$ cat config.mk
export PLATFORM = sky130hd
export DESIGN_NAME = bht_sweep
export DESIGN_NICKNAME = d
export VERILOG_FILES = /design/src/rtl/bht_pkg.sv /design/src/rtl/bht_sweep_ctrl.sv /design/src/rtl/bht_sweep.sv
export SDC_FILE = /design/constraint.sdc
export NUM_CORES = 1
export LEC_CHECK = 0
export ABC_AREA = 1
export BUFFER_PORTS_ARGS = -buffer_cell sky130_fd_sc_hd__buf_4
export CORE_UTILIZATION = 40
export CTS_CLUSTER_DIAMETER = 150
export DETAILED_ROUTE_END_ITERATION = 16
export PLACE_DENSITY = 0.54
export SETUP_SLACK_MARGIN = 0.4
export SYNTH_ARGS = -nofsm -noshare
export SYNTH_HDL_FRONTEND = slang
export SYNTH_HIERARCHICAL = 1
export SYNTH_SLANG_ARGS = --single-unit
$ cat constraint.sdc
create_clock -name clk_i -period 13.84 [get_ports clk_i]
set_input_delay 0 -clock clk_i [delete_from_list [all_inputs] [get_ports clk_i]]
set_output_delay 0 -clock clk_i [all_outputs]
set_load 0.01 [all_outputs]
$ cat src/rtl/bht_pkg.sv
// -----------------------------------------------------------------------------
// bht_pkg -- shared types for the bht_sweep branch history table.
//   bht_entry_t  : one predictor entry {valid, 2-bit saturating counter}
//   bht_state_e  : sweep controller states {CLEAR, RUN}
//   CLEAR_ENTRY  : value written to every entry by the initialisation sweep
//   bht_next()   : entry update rule for one resolved branch
// -----------------------------------------------------------------------------
package bht_pkg;

    typedef struct packed {
        logic       valid;
        logic [1:0] counter;
    } bht_entry_t;

    typedef enum logic {
        CLEAR = 1'b0,
        RUN   = 1'b1
    } bht_state_e;

    localparam bht_entry_t CLEAR_ENTRY = '{valid: 1'b0, counter: 2'b01};

    // First sighting seeds the counter weakly toward the observed direction;
    // afterwards the counter moves one step and saturates at 0 and 3.
    function automatic bht_entry_t bht_next(input bht_entry_t cur, input logic taken);
        bht_entry_t nxt;
        nxt.valid = 1'b1;
        if (!cur.valid) begin
            nxt.counter = taken ? 2'b10 : 2'b01;
        end else if (taken) begin
            nxt.counter = (cur.counter == 2'b11) ? 2'b11 : cur.counter + 2'd1;
        end else begin
            nxt.counter = (cur.counter == 2'b00) ? 2'b00 : cur.counter - 2'd1;
        end
        return nxt;
    endfunction

endpackage

$ cat src/rtl/bht_sweep_ctrl.sv
// -----------------------------------------------------------------------------
// bht_sweep_ctrl -- initialisation sweep FSM for the branch history table.
// After reset or a flush it walks a row pointer from 0 to ROWS-1, requesting
// one row clear per cycle, then enters RUN and raises ready.
// Ports:
//   clk_i       in   core clock
//   rst_i       in   synchronous active-high reset (restarts the sweep)
//   flush_bp_i  in   restart the sweep (from RUN or mid-sweep)
//   clear_we    out  clear the row addressed by clear_row this cycle
//   clear_row   out  row being cleared
//   ready       out  sweep finished, array usable
// -----------------------------------------------------------------------------
module bht_sweep_ctrl
    import bht_pkg::*;
#(
    parameter int ROWS     = 64,
    parameter int IDX_BITS = $clog2(ROWS)
) (
    input  logic                clk_i,
    input  logic                rst_i,
    input  logic                flush_bp_i,
    output logic                clear_we,
    output logic [IDX_BITS-1:0] clear_row,
    output logic                ready
);

    bht_state_e          state_q, state_d;
    logic [IDX_BITS-1:0] ptr_q, ptr_d;

    // NOTE: state registers use non-blocking assignments so every flop samples
    // pre-edge values, independent of process ordering.
    always_ff @(posedge clk_i) begin
        if (rst_i) begin
            state_q <= CLEAR;
            ptr_q   <= '0;
        end else begin
            state_q <= state_d;
            ptr_q   <= ptr_d;
        end
    end

    // NOTE: every output of this block is defaulted first so no path leaves a
    // signal unassigned (which would infer a latch).
    always_comb begin
        state_d  = state_q;
        ptr_d    = ptr_q;
        clear_we = 1'b0;
        ready    = 1'b0;
        unique case (state_q)
            CLEAR: begin
                clear_we = 1'b1;
                if (flush_bp_i) begin
                    ptr_d = '0;
                end else if (ptr_q == IDX_BITS'(ROWS - 1)) begin
                    state_d = RUN;
                    ptr_d   = '0;
                end else begin
                    ptr_d = ptr_q + 1'b1;
                end
            end
            RUN: begin
                ready = 1'b1;
                if (flush_bp_i) begin
                    state_d = CLEAR;
                    ptr_d   = '0;
                end
            end
            default: begin
                state_d = CLEAR;
                ptr_d   = '0;
            end
        endcase
    end

    assign clear_row = ptr_q;

endmodule

$ cat src/rtl/bht_sweep.sv
// -----------------------------------------------------------------------------
// bht_sweep -- branch history table with 2-bit saturating counters and a
// one-row-per-cycle initialisation sweep instead of an array reset.
// Optional feature: define BHT_UPDATE_BYPASS_EN to forward a same-cycle
// accepted update into the lookup outputs when row and column match vpc_i.
// Requires INSTR_PER_FETCH >= 2 and NR_ENTRIES/INSTR_PER_FETCH >= 2.
// Ports:
//   clk_i           in   core clock
//   rst_i           in   synchronous active-high reset
//   flush_bp_i      in   clear all predictor state (restarts the sweep)
//   debug_mode_i    in   suppress updates while high
//   vpc_i           in   fetch-block PC for lookup
//   update_valid_i  in   resolved-branch update strobe
//   update_pc_i     in   PC of the resolved branch
//   update_taken_i  in   resolved direction
//   pred_valid_o    out  per-slot entry valid (zero while sweeping)
//   pred_taken_o    out  per-slot predicted taken (zero while sweeping)
//   ready_o         out  array initialised and usable
// -----------------------------------------------------------------------------
module bht_sweep
    import bht_pkg::*;
#(
    parameter int NR_ENTRIES      = 128,
    parameter int INSTR_PER_FETCH = 2,
    parameter int VLEN            = 32
) (
    input  logic                       clk_i,
    input  logic                       rst_i,
    input  logic                       flush_bp_i,
    input  logic                       debug_mode_i,
    input  logic [VLEN-1:0]            vpc_i,
    input  logic                       update_valid_i,
    input  logic [VLEN-1:0]            update_pc_i,
    input  logic                       update_taken_i,
    output logic [INSTR_PER_FETCH-1:0] pred_valid_o,
    output logic [INSTR_PER_FETCH-1:0] pred_taken_o,
    output logic                       ready_o
);

    localparam int ROWS     = NR_ENTRIES / INSTR_PER_FETCH;
    localparam int COL_BITS = $clog2(INSTR_PER_FETCH);
    localparam int IDX_BITS = $clog2(ROWS);
    localparam int PC_LSB   = 1 + COL_BITS + IDX_BITS;

    logic                clear_we;
    logic [IDX_BITS-1:0] clear_row;
    logic                ready;

    bht_sweep_ctrl #(
        .ROWS     (ROWS),
        .IDX_BITS (IDX_BITS)
    ) u_ctrl (
        .clk_i      (clk_i),
        .rst_i      (rst_i),
        .flush_bp_i (flush_bp_i),
        .clear_we   (clear_we),
        .clear_row  (clear_row),
        .ready      (ready)
    );

    bht_entry_t entry_q [ROWS][INSTR_PER_FETCH];

    logic [IDX_BITS-1:0] upd_row, rd_row;
    logic [COL_BITS-1:0] upd_col;
    logic                upd_en;
    bht_entry_t          upd_entry;

    assign upd_row = update_pc_i[1+COL_BITS +: IDX_BITS];
    assign upd_col = update_pc_i[1 +: COL_BITS];
    assign rd_row  = vpc_i[1+COL_BITS +: IDX_BITS];

    // Updates coinciding with reset or flush are dropped so the sweep starts
    // from a clean array.
    assign upd_en    = update_valid_i && !debug_mode_i && ready && !flush_bp_i && !rst_i;
    assign upd_entry = bht_next(entry_q[upd_row][upd_col], update_taken_i);

    // NOTE: the array has no reset; the sweep is what initialises it, keeping
    // the storage free of reset fan-out.
    always_ff @(posedge clk_i) begin
        if (clear_we) begin
            for (int c = 0; c < INSTR_PER_FETCH; c++) begin
                entry_q[clear_row][c] <= CLEAR_ENTRY;
            end
        end else if (upd_en) begin
            entry_q[upd_row][upd_col] <= upd_entry;
        end
    end

    always_comb begin
        bht_entry_t ent;
        pred_valid_o = '0;
        pred_taken_o = '0;
        for (int c = 0; c < INSTR_PER_FETCH; c++) begin
            ent = entry_q[rd_row][c];
`ifdef BHT_UPDATE_BYPASS_EN
            if (upd_en && (upd_row == rd_row) && (upd_col == COL_BITS'(c))) begin
                ent = upd_entry;
            end
`endif
            pred_valid_o[c] = ready && ent.valid;
            pred_taken_o[c] = ready && ent.counter[1];
        end
    end

    assign ready_o = ready;

    // Low PC bits inside the instruction and high bits above the index are
    // deliberately ignored (aliasing is accepted).
    logic unused_pc_bits;
    assign unused_pc_bits = ^{vpc_i[VLEN-1:PC_LSB], vpc_i[0],
                              update_pc_i[VLEN-1:PC_LSB], update_pc_i[0]};

endmodule

# Word level (Yosys, flattened, before mapping)
# Memory sizes are Yosys's and may differ from the RTL's.
# Cells that the tools add are included.
# word_totals
regBits,7
word_cells,53
mem_bits_rw,384
mem_count,1
# classes
addsub,3
n_eq_ne,3
n_mux,26
order_cmp,2
bitwise_logic,2
reduce_logical,14
# mem_list
name,words,word_bits,read_ports,rd_clocked_by_memory_dff,write_ports,line,source
entry_q,64,6,2,0,1,bht_sweep.sv:61,bht_entry_t entry_q [ROWS][INSTR_PER_FETCH];
# op_table
operator,n
$mux W6,7
$mux W3,4
$pmux W6 S2,1
$mux W2,5
$logic_and A1 B1 Y1,9
$mux W1,7
$add A6 B1 Y6 const B,1
$eq A6 B6 Y1 const B,1
$reduce_or A6 Y1,1
$demux W3 S1,1
$logic_not A1 Y1,3
$add A2 B1 Y2 const B,1
$eq A2 B2 Y1 const B,1
$ge A2 B2 Y1 const B,1
$logic_not A2 Y1,1
$lt A2 B1 Y1 const B,1
$ne A2 B2 Y1 const B,1
$not A1 Y2,1
$pmux W1 S2,1
$sub A2 B1 Y2 const B,1
$not A1 Y1,1

# Depth between registers and ports, before layout
# logic_depth
depth_word,10
depth_mapped,18

# By module
# The synthesis kept the hierarchy.
# by_module_without_submodules
module,area_each_um2,seq_area_each_um2,cells_each,instances
bht_sweep,18820.6,11531.1,1982,1
bht_sweep_ctrl,352.8,140.1,49,1

# Worst setup path after synthesis
# No wires, ideal clock.
# synth_path
path_kind,register to register
startpoint,reg u_ctrl.state_q
endpoint,"mem entry_q[0][1] (netlist bit), data pin"
slack_ns,7.983
arrival_ns,4.966
stages_incl_launch_ff,7
setup_ns,0.891
path_cell_list,dfxtp_1 > nand2_1 > nor3_1 > and2_1 > buf_4 > nand2_1 > a21oi_1
# synth_via
elab_chain_cells,9
# synth_rtl
item,line,source
from (decl),bht_sweep_ctrl.sv:27,"bht_state_e state_q, state_d;"
from (signal assigned),bht_sweep_ctrl.sv:37,state_q <= state_d;
$mux W1,bht_sweep_ctrl.sv:49,unique case (state_q)
$logic_and A1 B1 Y1 (3 in a row),bht_sweep.sv:74,assign upd_en = update_valid_i && !debug_mode_i && ready && !flush_bp_i && !rst_i;
$mux W1,bht_sweep.sv:84,end else if (upd_en) begin
$mux W1 *,bht_sweep.sv:80,if (clear_we) begin
$mux W6 (implied by the code) *,bht_sweep.sv:85,entry_q[upd_row][upd_col] <= upd_entry;
$reduce_or A6 Y1 (no line) *,--,
$mux W6 (no line) *,--,
to (decl),bht_sweep.sv:61,
# Every way passes the cells marked *; elsewhere a longest branch is shown, timed or not.

# Worst setup path in the final report
# layout_path
startpoint,reg u_ctrl.state_q
endpoint,mem entry_q[17][4] (netlist bit) (enable)
# layout_via
elab_chain_cells,9
# layout_rtl
item,line
$mux W1,bht_sweep_ctrl.sv:49
$logic_and A1 B1 Y1 (3 in a row),bht_sweep.sv:74
$mux W1,bht_sweep.sv:84
$mux W1,bht_sweep.sv:80
$mux W6 (implied by the code),bht_sweep.sv:85
$reduce_or A6 Y1 (no line),--
$mux W6 (no line),--
# Parallel ways exist; a longest one is shown, timed or not.

==> impl_metrics.py <==
metrics = {
    "final_layout": {
        "layout-drive-gt1-share_pct": 7.345,
        "final_cell_mix": "nand2_1 (500), edfxtp_1 (384), nand3_1 (355)",
        "layout.cells.non_filler": 2623,
        "final_nets": 2050,
        "design_area_sq_um": 21090,
        "fill_cells": 4386,
        "syn_to_final_growth_pct": 10.00,
        "final_common_cell": "nand2_1",
    },
    "clock_network": {
        "insertion_delay_ns": 0.58,
        "cts.sinks": 391,
        "clock_path_buffers": 3,
        "cts_inserted_buffers": 45,
        "cts_tree": "done",
        "clk_transition_reported_paths_ns": 0.06,
        "post-cts-setup-buffers": 0,
        "cts_resized": 0,
        "cts_root_buf": "clkbuf_16",
        "h-tree-depth": 2,
    },
    "floorplan": {
        "rows": 79,
        "top_level_ports": 75,
        "dieArea_sq_um": 48810,
        "core_sq_um": 46950,
        "dieHeight_um": 220.9,
        "start_util_pct": 40.84,
        "die_x_um": 220.9,
    },
    "route": {
        "vias": 15511,
        "drt_wl_total_um": 61880,
        "drc": 0,
        "first_pass_iters": 5,
        "routed_via_density": 5.913,
        "wl_per_cell_um": 23.59,
        "ant_nets": 0,
        "drt-initial-drc-count": 1687,
    },
    "timing": {
        "finalMaxSlewViolations": 0,
        "fmax_ghz": 0.2173,
        "relSlewSlack_pct": 22.73,
        "period_needed_ns": 4.602,
        "tightestPinTransition_ns": 1.159,
        "min_period_over_period_pct": 33.25,
        "tns_ns": 0,
        "rsz0062_at_grt": "false",
        "setup_slack_ns": 9.238,
        "setup_viol": 0,
        "fin_skew_ns": 0.01900,
        "hold_viol": 0,
    },
    "synthesis": {
        "synth_seq_area_share_pct": 60.87,
        "avgSynthCellArea_sq_um": 9.440,
        "syn-num-nets": 2102,
        "syn_area_sq_um": 19170,
        "yosysUniqueCellTypes": 32,
        "ys_seq_elements": 391,
        "synth_cells": 2031,
        "ys.warnings.count": 6,
    },
    "setup_path": {
        "r2r_end": "entry_q[17][4]$_DFFE_PP_",
        "path_class": "reg -> reg",
        "crit_path_top_delay_cell": "nor2_2",
        "r2r_slack_ns": 9.24,
        "cp_num_buf_inv": 3,
        "critPathMaxStageDelay_ns": 0.85,
        "crit_required_ns": 14.07,
        "cp_top_family": "simple AND/OR/NAND/NOR gates",
        "endpoint_kind": "flip-flop",
        "rr_worst_depth": 10,
        "r2r-start": "u_ctrl/state_q$_SDFF_PP0_",
        "startpoint_type": "flip-flop",
        "path_cells": "inv_2 > nor2_1 > and2_4 > buf_4 > inv_2 > o21ai_2 > nand2_1 > nor2_2 > nand2_1 > nor2_1",
        "path_max_fanout": 70,
        "crit_cells": 10,
        "arrival_ns": 4.84,
    },
    "place": {
        "port_buffers": 23,
        "place_inst": 2536,
        "gp_congestion": 0.8453,
        "dp_slack_ns": 8.989,
        "placed_area_sq_um": 19610,
        "hpwl_um": 36020,
    },
    "global_routing": {
        "grtUsageMet1_pct": 34.50,
        "antenna_found_initial": 2,
        "grt_pass1_vias": 14745,
        "grt_pass1_wl_um": 92330,
        "grt_use_total_pct": 25.10,
        "grt.busiest_layer": "met2",
        "use_met3_pct": 4.289,
        "grt_max_degree": 131,
        "grt.overflow.total": 0,
        "grtUsageMet2_pct": 39.43,
    },
    "job": {
        "maxCapViolCount": 0,
    },
    "pwr": {
        "vdd_drop_max_mv": 0.09322,
        "power_density_nw_per_um2": 126.3,
        "p_leak_nw": 7.797,
    },
    "min_path": {
        "min_path_type": "in -> reg",
        "min-delay-start": "debug_mode_i",
        "min_to": "entry_q[5][5]$_DFFE_PP_",
        "holdPathStages": 3,
    },
    "status": {
        "outcome": "finished, final reports clean",
    },
}
[cell usage after synthesis, drive strengths merged]
master  number  area, sq um
nand2      502         1887
edfxtp     384        11530
nand3      356         1787
nor2       295         1200
o21ai      181        920.9
buf         79        464.2
clkbuf      67        251.5
o221ai      48        420.4
a21oi       41        205.2
inv         39        151.4
o22ai       10        62.56
o211ai       8        60.06
dfxtp        7        140.1
or2          6        37.54
clkinv       3        11.26
and2         1        6.260
ha           1        12.51
nor3         1        5.000
o21bai       1        11.26
xnor2        1        8.760
[worst max path at each step]
| stage | slack (ns) | from | endpoint |
|---|---|---|---|
| 6_report | 9.24 | u_ctrl/state_q$_SDFF_PP0_ | entry_q[17][4]$_DFFE_PP_ |
| 5_1_grt | 9.01 | u_ctrl/state_q$_SDFF_PP0_ | entry_q[17][4]$_DFFE_PP_ |
| 4_1_cts | 9.26 | u_ctrl/state_q$_SDFF_PP0_ | entry_q[29][4]$_DFFE_PP_ |
| 3_5_place_dp | 8.99 | update_pc_i[3] | entry_q[18][3]$_DFFE_PP_ |
| 3_3_place_gp | 9.01 | update_pc_i[3] | entry_q[18][3]$_DFFE_PP_ |
| 2_1_floorplan | 7.98 | u_ctrl/state_q$_SDFF_PP0_ | entry_q[0][1]$_DFFE_PP_ |
[tightest hold or removal path: stages]
cell and delay (ns):
buf_4 0.08, nor2_1 0.03, and2_4 0.33
[layer usage]
| layer | share of wire, % | routed length (um) | vias up |
|---|---|---|---|
| met1 | 42 | 26010 | 7543 |
| met5 | 0.021 | 13 | - |
| li1 | - | - | 7035 |
| met3 | 8.5 | 5230 | 152 |
| met2 | 46 | 28220 | 779 |
| met4 | 3.9 | 2408 | 2 |
[cells by family after synthesis]
group                      count (synthesis)  share of synthesized area [%]
DFF                                      391                          60.87
adders and majority gates                  1                        0.06525
xor gates and xnor gates                   1                        0.04569
AOI/OAI and AO/OA                        289                          8.764
buffers and inverters                    188                          4.581
and+or+nand+nor                         1161                          25.67
[through the flow]
stage,utilization [%],hold WS [ns],power [mW]
finish,44.92,0.1535,2.664
global route,44.92,0.1943,2.738
global placement,41.77,0.2284,1.500
CTS,44.92,0.1583,2.675
floorplan,-,0.06907,1.434
detailed placement,41.77,0.2341,1.501
[state kept, by name, summed over array words and instances, names as in the netlist]
signal and count:
entry_q 384, u_ctrl/clear_row 6, u_ctrl/state_q 1
[cell type report]
cell class / instances / area, sq um / area share (%)
flip-flops and latches: 391 / 11670 / 55.34
multi-input cells: 1452 / 6668 / 31.61
clock buffers: 56 / 1210 / 5.736
well taps: 607 / 759.5 / 3.601
repair buffers: 47 / 376.6 / 1.786
clock inverters: 27 / 236.5 / 1.121
inverters: 42 / 167.7 / 0.7949
diodes: 1 / 2.502 / 0.01186
[power breakdown]
group / internal, mW / switching (mW) / leakage [nW]
Combinational: 0.0487 / 0.147 / 3.47
Sequential: 1.28 / 0.00158 / 3.62
Clock: 0.694 / 0.490 / 0.700
[repair_timing]
action	in CTS	in global routing
endpoints found under the hold margin	7	0
hold buffers	3	0
setup endpoints to repair	0	0
Note: power is estimated with default switching activity, not from simulation.
